## config.mk

```make
export PLATFORM = sky130hd
export DESIGN_NAME = boot_reset_sequencer
export DESIGN_NICKNAME = d
export VERILOG_FILES = /design/src/rtl/boot_reset_sequencer.sv
export SDC_FILE = /design/constraint.sdc
export NUM_CORES = 1
export LEC_CHECK = 0
export ABC_AREA = 1
export BUFFER_PORTS_ARGS = -buffer_cell sky130_fd_sc_hd__clkbuf_2
export CELL_PAD_IN_SITES_DETAIL_PLACEMENT = 0
export CELL_PAD_IN_SITES_GLOBAL_PLACEMENT = 2
export CORE_ASPECT_RATIO = 1.75
export CORE_MARGIN = 10
export CORE_UTILIZATION = 39
export CTS_BUF_LIST = sky130_fd_sc_hd__clkbuf_16
export CTS_CLUSTER_SIZE = 28
export DETAILED_ROUTE_END_ITERATION = 10
export HOLD_SLACK_MARGIN = 0.15
export PLACE_DENSITY_LB_ADDON = 0.25
export SLEW_MARGIN = 0
export SYNTH_ARGS = -nofsm -noshare
export SYNTH_HDL_FRONTEND = slang
export SYNTH_SLANG_ARGS = --single-unit
```

## constraint.sdc

```tcl
create_clock -name sys_clk -period 6.05 [get_ports sys_clk]
set_input_delay 1.21 -clock sys_clk [delete_from_list [all_inputs] [get_ports sys_clk]]
set_output_delay 1.21 -clock sys_clk [all_outputs]
set_load 0.1 [all_outputs]
```

## src/rtl/boot_reset_sequencer.sv

```systemverilog
// Boot/recovery reset sequencer for the sys_clk domain.
// Waits for PLL lock, holds a stabilisation delay, then releases the capture,
// audio and HDMI resets one step at a time. A debounced button press or a loss
// of PLL lock re-asserts every reset at once and restarts the sequence.
module boot_reset_sequencer #(
  parameter int DEBOUNCE_CYCLES = 1000000,
  parameter int STABLE_CYCLES   = 16777215,
  parameter int STEP_CYCLES     = 1024,
  parameter int CNT_W           = 24
) (
  input  logic       sys_clk,
  input  logic       sys_rst,
  input  logic       pll_locked,
  input  logic       btn_rst_n,
  output logic       rst_capture,
  output logic       rst_audio,
  output logic       rst_hdmi,
  output logic       boot_done,
  output logic [2:0] state_o,
  output logic [7:0] relock_count
);

  typedef enum logic [2:0] {
    ST_RESET       = 3'd0,
    ST_WAIT_LOCK   = 3'd1,
    ST_STABILIZE   = 3'd2,
    ST_REL_CAPTURE = 3'd3,
    ST_REL_AUDIO   = 3'd4,
    ST_REL_HDMI    = 3'd5,
    ST_RUN         = 3'd6,
    ST_UNUSED      = 3'd7
  } state_t;

  localparam logic [CNT_W-1:0] DEB_LAST    = CNT_W'(DEBOUNCE_CYCLES - 1);
  localparam logic [CNT_W-1:0] STABLE_LAST = CNT_W'(STABLE_CYCLES - 1);
  localparam logic [CNT_W-1:0] STEP_LAST   = CNT_W'(STEP_CYCLES - 1);
  localparam logic [CNT_W-1:0] CNT_ONE     = CNT_W'(1);

  // Saturating increment for the lock-loss counter; sticks at all-ones.
  function automatic logic [7:0] sat_inc8(input logic [7:0] v);
    return (v == 8'hFF) ? v : v + 8'd1;
  endfunction

  logic             lock_p0, lock_s;
  logic             btn_p0, btn_s;
  logic             btn_pressed;
  logic [CNT_W-1:0] deb_cnt;
  logic [CNT_W-1:0] delay_cnt;
  state_t           state, state_next;
  logic             cnt_clr;
  logic             abort;
  logic             relock_inc;

  // Two-flop synchronisers; lock starts "unlocked", button starts "released".
  always_ff @(posedge sys_clk or posedge sys_rst) begin
    if (sys_rst) begin
      lock_p0 <= 1'b0;
      lock_s  <= 1'b0;
      btn_p0  <= 1'b1;
      btn_s   <= 1'b1;
    end else begin
      lock_p0 <= pll_locked;
      lock_s  <= lock_p0;
      btn_p0  <= btn_rst_n;
      btn_s   <= btn_p0;
    end
  end

  // Debouncer: the state flips only after DEBOUNCE_CYCLES consecutive
  // opposite samples; a sample agreeing with the current state restarts it.
  always_ff @(posedge sys_clk or posedge sys_rst) begin
    if (sys_rst) begin
      deb_cnt     <= '0;
      btn_pressed <= 1'b0;
    end else if (~btn_s == btn_pressed) begin
      deb_cnt <= '0;
    end else if (deb_cnt == DEB_LAST) begin
      deb_cnt     <= '0;
      btn_pressed <= ~btn_s;
    end else begin
      deb_cnt <= deb_cnt + CNT_ONE;
    end
  end

  // Next-state logic; abort outranks count completion in every timed state.
  always_comb begin
    state_next = state;
    cnt_clr    = 1'b1;
    abort      = ~lock_s | btn_pressed;
    case (state)
      ST_RESET:     state_next = ST_WAIT_LOCK;
      ST_WAIT_LOCK: if (lock_s && !btn_pressed) state_next = ST_STABILIZE;
      ST_STABILIZE: begin
        if (abort)                          state_next = ST_WAIT_LOCK;
        else if (delay_cnt == STABLE_LAST)  state_next = ST_REL_CAPTURE;
        else                                cnt_clr    = 1'b0;
      end
      ST_REL_CAPTURE: begin
        if (abort)                          state_next = ST_WAIT_LOCK;
        else if (delay_cnt == STEP_LAST)    state_next = ST_REL_AUDIO;
        else                                cnt_clr    = 1'b0;
      end
      ST_REL_AUDIO: begin
        if (abort)                          state_next = ST_WAIT_LOCK;
        else if (delay_cnt == STEP_LAST)    state_next = ST_REL_HDMI;
        else                                cnt_clr    = 1'b0;
      end
      ST_REL_HDMI: begin
        if (abort)                          state_next = ST_WAIT_LOCK;
        else if (delay_cnt == STEP_LAST)    state_next = ST_RUN;
        else                                cnt_clr    = 1'b0;
      end
      ST_RUN:       if (abort) state_next = ST_WAIT_LOCK;
      default:      state_next = ST_RESET;
    endcase
  end

  // Only a lock loss out of RUN counts; a button-only abort does not.
  assign relock_inc = (state == ST_RUN) && !lock_s;

  // Shared delay counter: runs within a timed state, clears on every change.
  always_ff @(posedge sys_clk or posedge sys_rst) begin
    if (sys_rst)      delay_cnt <= '0;
    else if (cnt_clr) delay_cnt <= '0;
    else              delay_cnt <= delay_cnt + CNT_ONE;
  end

  // State register plus outputs decoded from next state so they move with it.
  always_ff @(posedge sys_clk or posedge sys_rst) begin
    if (sys_rst) begin
      state        <= ST_RESET;
      rst_capture  <= 1'b1;
      rst_audio    <= 1'b1;
      rst_hdmi     <= 1'b1;
      boot_done    <= 1'b0;
      relock_count <= 8'd0;
    end else begin
      state        <= state_next;
      rst_capture  <= (state_next < ST_REL_CAPTURE);
      rst_audio    <= (state_next < ST_REL_AUDIO);
      rst_hdmi     <= (state_next < ST_REL_HDMI);
      boot_done    <= (state_next == ST_RUN);
      if (relock_inc) relock_count <= sat_inc8(relock_count);
    end
  end

  assign state_o = state;

endmodule

```

## After elaboration in Yosys (flattened, before gate mapping)

Index checks and enable logic that the tools add are counted.

- $add $sub $neg: 3
- $lt $le $gt $ge: 3
- Eq/ne operators: 12
- Mux-type cells: 19
- Bitwise gates (word level): 5
- Reduce and logical (&&, ||, !) cells: 8

Operator list:

| kind | number |
|---|---|
| 24-bit 2-to-1 mux | 3 |
| 24-bit by 1-bit adder with 24-bit output, second input constant | 2 |
| 3-bit 2-to-1 mux | 10 |
| 24-bit by 10-bit equality test with 1-bit output, second input constant | 1 |
| 24-bit by 20-bit equality test with 1-bit output, second input constant | 1 |
| 24-bit equality test, second input constant | 1 |
| 3-bit case mux with 7 select lines | 1 |
| 3-bit equality test, second input constant | 4 |
| 8-bit by 1-bit adder with 8-bit output, second input constant | 1 |
| 8-bit equality test, second input constant | 1 |
| 3-bit by 2-bit equality test with 1-bit output, second input constant | 2 |
| 3-bit less-than comparator, second input constant | 2 |
| 1-bit 2-to-1 mux | 4 |
| 1-bit NOT | 4 |
| 2-bit AND reduction | 2 |
| 3-bit by 1-bit equality test with 1-bit output, second input constant | 1 |
| 3-bit logical NOT | 1 |
| 3-bit by 2-bit less-than comparator with 1-bit output, second input constant | 1 |
| 3-bit OR reduction | 1 |
| 1-bit logical AND | 2 |
| 1-bit logical NOT | 2 |
| 1-bit case mux with 2 select lines | 1 |
| 1-bit equality test | 1 |
| 1-bit OR | 1 |

- Register bits: 68
- Bits of input ports: 4
- Output and inout port bits: 15
- Logic and storage cells: 63

## Logic depth before layout (Yosys ltp)

Gate-level depths: netlist of the first run.

- Depth in word-level cells: 5
- Depth in mapped cells: 13
- Depth with buffers taken out: 13

## Worst setup path before layout of the first run

Ideal clock, no wire load.

- Path kind: reg-to-reg
- Start point: register state[1], in the netlist state_o[1]
- End point: register delay_cnt[14]
- Setup time: 0.119 ns
- Data arrival time: 2.114 ns
- Data required time: 5.931 ns
- Path slack: 3.818 ns
- Cell stages (with the launch flop): 9
- Buffers on the path: 1
- Period minus slack after synthesis: 2.232 ns
- Cell sequence: dfrtp_1 -> inv_1 -> nand3_1 -> o21ai_0 -> nor2_1 -> nand2_1 -> o211ai_4 -> buf_6 -> nor2_1

- Cells in the longest elaborated chain, start to end: 4
- Elaborated cells on any way between the ends: 7
- Classes of those cells: eq/ne (4); mux (2); reduce/logical (1)

Ends and longest elaborated chain:

| what | RTL line | text |
|---|---|---|
| start: declaration | 49 | `state_t state, state_next;` |
| start signal: assignment | 138 | `state <= state_next;` |
| 3-bit equality test or 3-bit by 2-bit equality test with 1-bit output (tied branches) | 90 | `case (state)` |
| 3-bit OR reduction (no line) | n/a |  |
| 1-bit case mux with 2 select lines * | 90 |  |
| 24-bit 2-to-1 mux * | 124 | `else if (cnt_clr) delay_cnt <= '0;` |
| end signal: assignment | 125 | `else delay_cnt <= delay_cnt + CNT_ONE;` |
| end: declaration | 48 | `logic [CNT_W-1:0] delay_cnt;` |

Mark *: on every way between the ends. The rest lies on a longest branch, timed or not.
A chain may end at the register's enable or synchronous reset.

## Worst setup path after layout of the first run

- Start point: register state[0], in the netlist state_o[0]
- End point: output port state_o[0]

RTL lines:

| what | RTL line | text |
|---|---|---|
| end: declaration | 19 | `output logic [2:0] state_o,` |

No word-level cell between the ends.

==> run_summary.xml, run 1 <==
<?xml version="1.0" encoding="UTF-8"?>
<metrics>
  <group name="drt">
    <metric name="detail_route.first_pass.iterations" unit="">5</metric>
    <metric name="detail_route.wirelength" unit="mm">9.698</metric>
    <metric name="ant_nets" unit="">0</metric>
    <metric name="wire_per_inst" unit="um">15.42</metric>
    <metric name="vias" unit="">3168</metric>
    <metric name="dr.first_iter.drc_count" unit="">57</metric>
    <metric name="via_per_inst" unit="">5.037</metric>
    <metric name="drcViolationCount" unit="">0</metric>
  </group>
  <group name="placement">
    <metric name="numPlacedInstances" unit="">613</metric>
    <metric name="placement.io_buffers" unit="">18</metric>
    <metric name="globalplace.congestion" unit="">0.8284</metric>
    <metric name="post-dp-hpwl" unit="mm">7.543</metric>
  </group>
  <group name="clocking">
    <metric name="postCtsResizedCells" unit="">0</metric>
    <metric name="insertion_delay" unit="ns">0.33</metric>
    <metric name="cts_setup_buffers" unit="">0</metric>
    <metric name="post_cts_hold_buffer_count" unit="">0</metric>
    <metric name="clockBufferDepth" unit="">2</metric>
    <metric name="clkTransAtPathRegs" unit="ns">0.05</metric>
    <metric name="h_tree_depth_reported_by_cts" unit="">3</metric>
    <metric name="tritoncts.num_buffers" unit="">9</metric>
    <metric name="cts.sinks" unit="">68</metric>
    <metric name="clock_tree.root_cell" unit="">sky130_fd_sc_hd__clkbuf_16</metric>
    <metric name="tritoncts" unit="">built</metric>
  </group>
  <group name="die">
    <metric name="fp.dieArea" unit="mm2">0.01399</metric>
    <metric name="core_region" unit="mm2">0.009409</metric>
    <metric name="boundaryPins" unit="">19</metric>
    <metric name="row_count" unit="">47</metric>
    <metric name="die-height" unit="um">149.2</metric>
    <metric name="dieWidth" unit="um">93.82</metric>
    <metric name="initial_core_util" unit="%">39.52</metric>
  </group>
  <group name="hold_path">
    <metric name="hold_path_startpoint" unit="">lock_p0</metric>
    <metric name="worstHoldPathType" unit="">flop to flop</metric>
    <metric name="hold_path_depth" unit="">0</metric>
    <metric name="hold_end" unit="">lock_s</metric>
  </group>
  <group name="layout">
    <metric name="area.sequential" unit="mm2">0.001708</metric>
    <metric name="antennaDiodeCount" unit="">0</metric>
    <metric name="final.fill_count" unit="">1008</metric>
    <metric name="multi_input_comb_area" unit="mm2">0.001763</metric>
    <metric name="growth_of_design_area_from_synthesis_to_finish" unit="%">12.69</metric>
    <metric name="final_net_count" unit="">510</metric>
    <metric name="finalNonFillerCells" unit="">629</metric>
    <metric name="final_layout_size_suffix_gt1_share" unit="%">10.85</metric>
  </group>
  <group name="timing">
    <metric name="worstMarginPinSlew" unit="ns">0.9250</metric>
    <metric name="tmin_final" unit="ns">2.505</metric>
    <metric name="fin_worst_skew" unit="ns">0.004863</metric>
    <metric name="report.final.slew_viol_count" unit="">0</metric>
    <metric name="grt_setup_unrepaired" unit="">no</metric>
    <metric name="finalHoldViolations" unit="">0</metric>
    <metric name="report.final.setup_viol" unit="">0</metric>
    <metric name="finalCritPeriodShare" unit="%">41.41</metric>
    <metric name="tns" unit="ns">0</metric>
    <metric name="max_freq" unit="GHz">0.3992</metric>
    <metric name="timing.slew.headroom" unit="%">37.76</metric>
  </group>
  <group name="synth">
    <metric name="synth_cells" unit="">476</metric>
    <metric name="yosysTopAreaCell" unit="">sky130_fd_sc_hd__dfrtp_1</metric>
    <metric name="synth.yosys.seq_area_share" unit="%">45.93</metric>
    <metric name="ys_ff_latch" unit="">68</metric>
    <metric name="number_of_nets_produced_by_synthesis" unit="">484</metric>
    <metric name="yosys-top-cells-area" unit="">sky130_fd_sc_hd__dfrtp_1 (42%), sky130_fd_sc_hd__nor2_1 (10%), sky130_fd_sc_hd__nand2_1 (9.1%), sky130_fd_sc_hd__inv_1 (5.7%), sky130_fd_sc_hd__nor3_1 (4.2%)</metric>
    <metric name="synth_top_area_share" unit="%">42.40</metric>
    <metric name="syn-mean-instance-area" unit="um2">7.812</metric>
    <metric name="post_synth_num_cell_types" unit="">33</metric>
    <metric name="ys_warn_count" unit="">0</metric>
    <metric name="syn-cell-area" unit="mm2">0.003719</metric>
  </group>
  <group name="worst_setup_path">
    <metric name="timing.critical_path.cells" unit="">clkbuf_2</metric>
    <metric name="crit-reg2reg-capture" unit="">delay_cnt[20]</metric>
    <metric name="data_arrival_critical_path" unit="ns">1.30</metric>
    <metric name="critical-path-max-stage-delay" unit="ns">0.51</metric>
    <metric name="critPathSlowestCell" unit="">sky130_fd_sc_hd__clkbuf_2</metric>
    <metric name="cp_top_family" unit="">buffers and inverters</metric>
    <metric name="setup.reg_to_reg.worst_slack" unit="ns">3.82</metric>
    <metric name="setup.worst_path.end_class" unit="">output pin</metric>
    <metric name="crit_buf_inv" unit="">1</metric>
    <metric name="path_max_fanout" unit="">8</metric>
    <metric name="criticalPathCategory" unit="">flop to output pin</metric>
    <metric name="startpoint_type" unit="">flop</metric>
    <metric name="crit-reg2reg-launch" unit="">delay_cnt[0]</metric>
    <metric name="worst_reg2reg_path_depth" unit="">7</metric>
    <metric name="worst-endpoint-required" unit="ns">4.84</metric>
  </group>
  <group name="global_routing">
    <metric name="grt_first_pass_wirelength" unit="mm">15.95</metric>
    <metric name="first_global_vias" unit="">3255</metric>
    <metric name="grt_overflow" unit="">0</metric>
    <metric name="track_usage" unit="%">14.77</metric>
    <metric name="grt_max_degree" unit="">69</metric>
    <metric name="grt_antenna_before_repair" unit="">0</metric>
  </group>
  <group name="power_and_ir_drop">
    <metric name="power_density" unit="mW/mm2">258.0</metric>
    <metric name="power.leakage" unit="nW">1.844</metric>
    <metric name="highest_ir_drop_seen_on_vdd" unit="mV">0.1317</metric>
  </group>
  <group name="run">
    <metric name="cap_violations" unit="">0</metric>
  </group>
  <group name="outcome">
    <metric name="result_of_the_run" unit="">finished, final reports clean</metric>
  </group>
</metrics>
-- per-layer routing --
layer  up-vias  wire length [um]  GRT usage [%]
met5         -                 0              0
met4         0               438          8.779
met3        28               181          2.671
met2        50              5807          29.03
met1      1515              3270          13.14
li1       1575                 -              -
-- metrics by stage --
stage	hold slack (ns)	power (mW)	worst slack, ns	cell area, um2	util, %
floorplan	0.3312	0.6128	3.137	3719	-
finish	0.3459	1.081	3.545	4190	44.53
global placement	0.3440	0.6385	3.855	3935	41.82
CTS	0.3492	1.100	3.530	4190	44.53
detailed placement	0.3402	0.6390	3.791	3935	41.82
global route	0.3637	1.131	3.496	4190	44.53
-- kinds of logic (layout without fill, tap and decap cells) --
family / Yosys count / count (layout) / share of synthesized area (%)
AOI/OAI and AO/OA: 14 / 14 / 2.591
xor gates and xnor gates: 30 / 30 / 7.066
adders and majority gates: 4 / 4 / 1.346
buffers and inverters: 61 / 92 / 6.662
DFF: 68 / 68 / 45.93
muxes: 1 / 1 / 0.2692
and+or+nand+nor: 298 / 298 / 36.14
-- worst register-to-register path, cell delays in order (launching register included) --
cell and delay, ns:
sky130_fd_sc_hd__dfrtp_1 0.42, sky130_fd_sc_hd__ha_1 0.21, sky130_fd_sc_hd__nand2_2 0.07, sky130_fd_sc_hd__nor2_2 0.14
sky130_fd_sc_hd__and2_1 0.33, sky130_fd_sc_hd__nand3_4 0.14, sky130_fd_sc_hd__o211ai_4 0.65, sky130_fd_sc_hd__nor2_1 0.12
-- flip-flops by register name, summed over array words and instances, names as in the netlist, 3 cells and up --
register / count
deb_cnt: 24
state_o: 3
delay_cnt: 24
relock_count: 8
-- cell usage in the layout (no fill, tap or decap), types with 6 or more instances in the layout --
cell type	count
sky130_fd_sc_hd__a21oi_1	6
sky130_fd_sc_hd__clkbuf_16	9
sky130_fd_sc_hd__clkbuf_2	18
sky130_fd_sc_hd__dfrtp_1	63
sky130_fd_sc_hd__inv_1	58
sky130_fd_sc_hd__nand2_1	90
sky130_fd_sc_hd__nand3_1	30
sky130_fd_sc_hd__nand4_1	22
sky130_fd_sc_hd__nor2_1	101
sky130_fd_sc_hd__nor3_1	31
sky130_fd_sc_hd__or2_2	6
sky130_fd_sc_hd__xnor2_1	13
sky130_fd_sc_hd__xor2_1	17
-- final cells by class --
cell class,instances,share of cell area [%]
well taps,122,3.643
inverters,57,5.106
clock buffers,9,5.375
repair buffers,19,2.329
flip-flops and latches,68,40.76
multi-input cells,347,42.07
clock inverters,7,0.7166
-- worst max-delay path by stage --
| stage | end | depth (start not counted) | start |
|---|---|---|---|
| global route | state_o[0] | 1 | state_o[0] |
| floorplan | boot_done | 1 | sys_rst |
| global placement | delay_cnt[18] | 7 | delay_cnt[0] |
| CTS | state_o[0] | 1 | state_o[0] |
| finish | state_o[0] | 1 | state_o[0] |
| detailed placement | delay_cnt[20] | 7 | delay_cnt[0] |
-- synth_stat cells, drive strengths merged --
master,instances
dfstp,5
o32ai,1
nand3,32
nor4,4
buf,4
o21ai,3
a211oi,1
o211ai,1
nand4,22
dfrtp,63
a21o,1
nand3b,1
nand2,92
nor2,103
or2,6
nor3,35
ha,4
a21oi,6
xnor2,13
inv,57
xor2,17
mux2i,1
and2,1
nor3b,2
o22ai,1
-- power by group --
group          switching, mW  total, mW  internal, mW
clock network          0.184      0.453         0.269
registers             0.0156      0.486         0.470
logic                  0.118      0.143        0.0252
total                  0.317       1.08         0.764
(Power assumes the default switching activity.)
==> inputs of run 2 (changes only) <==
--- a/config.mk
+++ b/config.mk
@@ -5,13 +5,13 @@
 export SDC_FILE = /design/constraint.sdc
 export NUM_CORES = 1
 export LEC_CHECK = 0
-export ABC_AREA = 1
+export ABC_AREA = 0
 export BUFFER_PORTS_ARGS = -buffer_cell sky130_fd_sc_hd__clkbuf_2
 export CELL_PAD_IN_SITES_DETAIL_PLACEMENT = 0
 export CELL_PAD_IN_SITES_GLOBAL_PLACEMENT = 2
 export CORE_ASPECT_RATIO = 1.75
 export CORE_MARGIN = 10
-export CORE_UTILIZATION = 39
+export CORE_UTILIZATION = 35
 export CTS_BUF_LIST = sky130_fd_sc_hd__clkbuf_16
 export CTS_CLUSTER_SIZE = 28
 export DETAILED_ROUTE_END_ITERATION = 10
==> constraint.sdc (replaced) <==
create_clock -name sys_clk -period 2 [get_ports sys_clk]
set_input_delay 0.4 -clock sys_clk [delete_from_list [all_inputs] [get_ports sys_clk]]
set_output_delay 0.4 -clock sys_clk [all_outputs]
set_load 0.1 [all_outputs]
==> run 2 against run 1 <==
Clock power rose to 4.2 times the previous value. Highest routed layer unchanged. Sequential power rose to 3.0 times the previous value. Clock skew rose by 0.0048 ns. Via count decreased by 23%. Flip-flop and latch count stayed put. Global-route usage down 3.3 points. Count of clock-buffer cells in the layout unchanged. Worst setup slack got worse by 3.5 ns. Combinational power up 57%. Hold slack worse by 0.15 ns. Cell count down 19%. Synthesized cell count shrank 30%.
==> run_summary.xml, run 2 <==
<?xml version="1.0" encoding="UTF-8"?>
<metrics>
  <group name="outcome">
    <metric name="result_of_the_run" unit="">finished, final reports clean</metric>
  </group>
  <group name="timing">
    <metric name="tns" unit="ns">0</metric>
    <metric name="grt_setup_unrepaired" unit="">yes</metric>
    <metric name="max_freq" unit="GHz">0.5056</metric>
    <metric name="timing.slew.headroom" unit="%">62.67</metric>
    <metric name="finalHoldViolations" unit="">0</metric>
    <metric name="report.final.setup_viol" unit="">0</metric>
    <metric name="report.final.slew_viol_count" unit="">0</metric>
    <metric name="worstMarginPinSlew" unit="ns">0.5623</metric>
    <metric name="tmin_final" unit="ns">1.978</metric>
    <metric name="fin_worst_skew" unit="ns">0.009648</metric>
    <metric name="finalCritPeriodShare" unit="%">98.90</metric>
  </group>
  <group name="drt">
    <metric name="wire_per_inst" unit="um">14.24</metric>
    <metric name="drcViolationCount" unit="">0</metric>
    <metric name="ant_nets" unit="">0</metric>
    <metric name="dr.first_iter.drc_count" unit="">91</metric>
    <metric name="vias" unit="">2452</metric>
    <metric name="via_per_inst" unit="">4.817</metric>
    <metric name="detail_route.wirelength" unit="mm">7.246</metric>
    <metric name="detail_route.first_pass.iterations" unit="">4</metric>
  </group>
  <group name="layout">
    <metric name="final.fill_count" unit="">917</metric>
    <metric name="largestRegisters" unit="">deb_cnt (24), delay_cnt (24), relock_count (8)</metric>
    <metric name="final_layout_size_suffix_gt1_share" unit="%">21.59</metric>
    <metric name="final_cell_mix" unit="">sky130_fd_sc_hd__nor2_1 (66), sky130_fd_sc_hd__dfrtp_1 (56), sky130_fd_sc_hd__xnor2_1 (31), sky130_fd_sc_hd__buf_4 (27)</metric>
    <metric name="final_net_count" unit="">392</metric>
    <metric name="antennaDiodeCount" unit="">0</metric>
    <metric name="design_area" unit="mm2">0.004178</metric>
    <metric name="growth_of_design_area_from_synthesis_to_finish" unit="%">27.25</metric>
    <metric name="layout_commonest_cell" unit="">sky130_fd_sc_hd__nor2_1</metric>
    <metric name="finalNonFillerCells" unit="">509</metric>
  </group>
  <group name="worst_setup_path">
    <metric name="startpoint_type" unit="">flop</metric>
    <metric name="crit_buf_inv" unit="">2</metric>
    <metric name="data_arrival_critical_path" unit="ns">2.19</metric>
    <metric name="worst-endpoint-required" unit="ns">2.21</metric>
    <metric name="worst_reg2reg_path_depth" unit="">7</metric>
    <metric name="criticalPathCategory" unit="">flop to flop</metric>
    <metric name="critPathSlowestCell" unit="">sky130_fd_sc_hd__or4_4</metric>
    <metric name="setup.worst_path.end_class" unit="">flop</metric>
    <metric name="crit-reg2reg-capture" unit="">delay_cnt[23]</metric>
    <metric name="setup.reg_to_reg.worst_slack" unit="ns">0.02</metric>
    <metric name="critical-path-max-stage-delay" unit="ns">0.51</metric>
    <metric name="cp_top_family" unit="">simple AND/OR/NAND/NOR gates</metric>
    <metric name="crit-reg2reg-launch" unit="">delay_cnt[20]</metric>
    <metric name="path_max_fanout" unit="">24</metric>
    <metric name="timing.critical_path.cells" unit="">buf_4, nand4_1, or4_4, o311a_1, o21ai_2, buf_12, nor2_1</metric>
  </group>
  <group name="power_and_ir_drop">
    <metric name="highest_ir_drop_seen_on_vdd" unit="mV">0.6128</metric>
    <metric name="power_density" unit="mW/mm2">852.1</metric>
    <metric name="power.leakage" unit="nW">1.770</metric>
  </group>
  <group name="clocking">
    <metric name="clkTransAtPathRegs" unit="ns">0.05</metric>
    <metric name="insertion_delay" unit="ns">0.33</metric>
    <metric name="cts.sinks" unit="">68</metric>
    <metric name="tritoncts" unit="">built</metric>
    <metric name="h_tree_depth_reported_by_cts" unit="">3</metric>
    <metric name="cts_setup_buffers" unit="">0</metric>
    <metric name="tritoncts.num_buffers" unit="">9</metric>
    <metric name="clockBufferDepth" unit="">2</metric>
    <metric name="clock_tree.root_cell" unit="">sky130_fd_sc_hd__clkbuf_16</metric>
  </group>
  <group name="synth">
    <metric name="synth_xor_area_share" unit="%">13.87</metric>
    <metric name="ys_ff_latch" unit="">68</metric>
    <metric name="post_synth_most_frequent_cells" unit="">sky130_fd_sc_hd__nor2_1 (66), sky130_fd_sc_hd__dfrtp_1 (63), sky130_fd_sc_hd__xnor2_1 (31)</metric>
    <metric name="post_synth_num_cell_types" unit="">39</metric>
    <metric name="number_of_nets_produced_by_synthesis" unit="">341</metric>
    <metric name="synth_top_area_share" unit="%">48.02</metric>
    <metric name="multiplexer_area_fraction_after_synthesis" unit="%">0.6479</metric>
    <metric name="synthMostInstantiatedCell" unit="">sky130_fd_sc_hd__nor2_1</metric>
    <metric name="synth_cells" unit="">333</metric>
    <metric name="synth-edff-count" unit="">0</metric>
    <metric name="synth-simple-area-share" unit="%">25.46</metric>
    <metric name="synth_top_family_by_area" unit="">simple AND/OR/NAND/NOR gates</metric>
    <metric name="yosysTopAreaCell" unit="">sky130_fd_sc_hd__dfrtp_1</metric>
    <metric name="yosys-top-cells-area" unit="">sky130_fd_sc_hd__dfrtp_1 (48%), sky130_fd_sc_hd__xnor2_1 (8.3%), sky130_fd_sc_hd__nor2_1 (7.5%), sky130_fd_sc_hd__xor2_1 (5.6%), sky130_fd_sc_hd__dfstp_2 (4.0%)</metric>
    <metric name="async_flop_share" unit="%">100.0</metric>
    <metric name="synth-adder-area-share" unit="%">1.524</metric>
    <metric name="ys_warn_count" unit="">0</metric>
    <metric name="syn-cell-area" unit="mm2">0.003283</metric>
    <metric name="syn-mean-instance-area" unit="um2">9.859</metric>
    <metric name="synth.yosys.seq_area_share" unit="%">52.02</metric>
    <metric name="yosys_most_used_dff" unit="">sky130_fd_sc_hd__dfrtp_1</metric>
    <metric name="synth-compound-area-share" unit="%">3.620</metric>
  </group>
  <group name="die">
    <metric name="row_count" unit="">46</metric>
    <metric name="die-height" unit="um">148.1</metric>
    <metric name="boundaryPins" unit="">19</metric>
    <metric name="core_region" unit="mm2">0.009094</metric>
    <metric name="initial_core_util" unit="%">36.10</metric>
    <metric name="fp.dieArea" unit="mm2">0.01381</metric>
    <metric name="dieWidth" unit="um">93.22</metric>
  </group>
  <group name="run">
    <metric name="cap_violations" unit="">0</metric>
  </group>
  <group name="global_routing">
    <metric name="grt_antenna_before_repair" unit="">0</metric>
    <metric name="track_usage" unit="%">11.49</metric>
    <metric name="first_global_vias" unit="">2534</metric>
    <metric name="grt_overflow" unit="">0</metric>
    <metric name="grt_max_degree" unit="">45</metric>
    <metric name="grt_first_pass_wirelength" unit="mm">12.52</metric>
  </group>
  <group name="hold_path">
    <metric name="hold_path_depth" unit="">1</metric>
    <metric name="worstHoldPathType" unit="">input port to flop</metric>
    <metric name="hold_path_startpoint" unit="">pll_locked</metric>
    <metric name="hold_end" unit="">lock_p0</metric>
  </group>
  <group name="placement">
    <metric name="placement.io_buffers" unit="">18</metric>
    <metric name="numPlacedInstances" unit="">491</metric>
    <metric name="post-dp-hpwl" unit="mm">5.261</metric>
    <metric name="globalplace.congestion" unit="">0.7987</metric>
    <metric name="detailed_place.area" unit="mm2">0.003770</metric>
  </group>
</metrics>
[run 2: metrics by stage]
| step | utilization (%) | hold WS, ns | total power [mW] | worst slack, ns |
|---|---|---|---|---|
| 2_1_floorplan | - | 0.3312 | 1.614 | -0.01025 |
| 3_3_place_gp | 41.46 | 0.3352 | 1.686 | -0.004649 |
| 3_5_place_dp | 41.46 | 0.3442 | 1.688 | -0.03863 |
| 4_1_cts | 45.80 | 0.1802 | 3.618 | 0.001046 |
| 5_1_grt | 45.94 | 0.1775 | 3.699 | -0.07674 |
| 6_report | 45.94 | 0.1931 | 3.560 | 0.02196 |
[run 2: cell families (layout without fill, tap and decap cells)]
kind of cell,count (synthesis),in the layout
and+or+nand+nor,167,167
DFF,68,68
xor gates and xnor gates,52,52
buffers and inverters,23,79
AOI/OAI and AO/OA,17,17
adders and majority gates,4,4
muxes,2,2
[run 2: area by class of cell]
class                           instances  area [um2]  share of cell area, %
Timing Repair Buffer                   51       392.9                  9.404
Tap cell                              120       150.1                  3.594
Clock inverter                          7       131.4                  3.145
Sequential cell                        68        1717                  41.09
Clock buffer                            9       225.2                  5.391
Multi-Input combinational cell        242        1513                  36.21
Inverter                               12       48.80                  1.168
[run 2: worst max-delay path by stage]
stage	startpoint	to	slack, ns	depth (start not counted)
floorplan	relock_count[4]	relock_count[5]	-0.01	5
global placement	delay_cnt[11]	delay_cnt[13]	-0.005	6
detailed placement	delay_cnt[11]	delay_cnt[5]	-0.04	6
CTS	delay_cnt[11]	delay_cnt[23]	0.001	6
global route	delay_cnt[20]	delay_cnt[23]	-0.08	7
finish	delay_cnt[20]	delay_cnt[23]	0.02	7
[run 2: metal layers]
layer	share of wire [%]	global-route usage, %	vias to the layer above
met5	0	0	-
li1	-	-	1233
met4	3.5	6.977	0
met2	54	19.58	25
met3	2.2	2.470	15
met1	40	12.62	1179
[run 2: repair_timing]
action | CTS | global route
hold buffers | 2 | 0
hold endpoints to repair | 22 | 0
endpoints found under the setup margin | 26 | 26
pin swaps | 0 | 1
gates resized for setup | 3 | 4
[run 2: where the power goes]
group	switching (mW)	internal, mW
Sequential	0.0330	1.40
Clock	0.570	1.33
Combinational	0.162	0.0625
Total	0.765	2.80
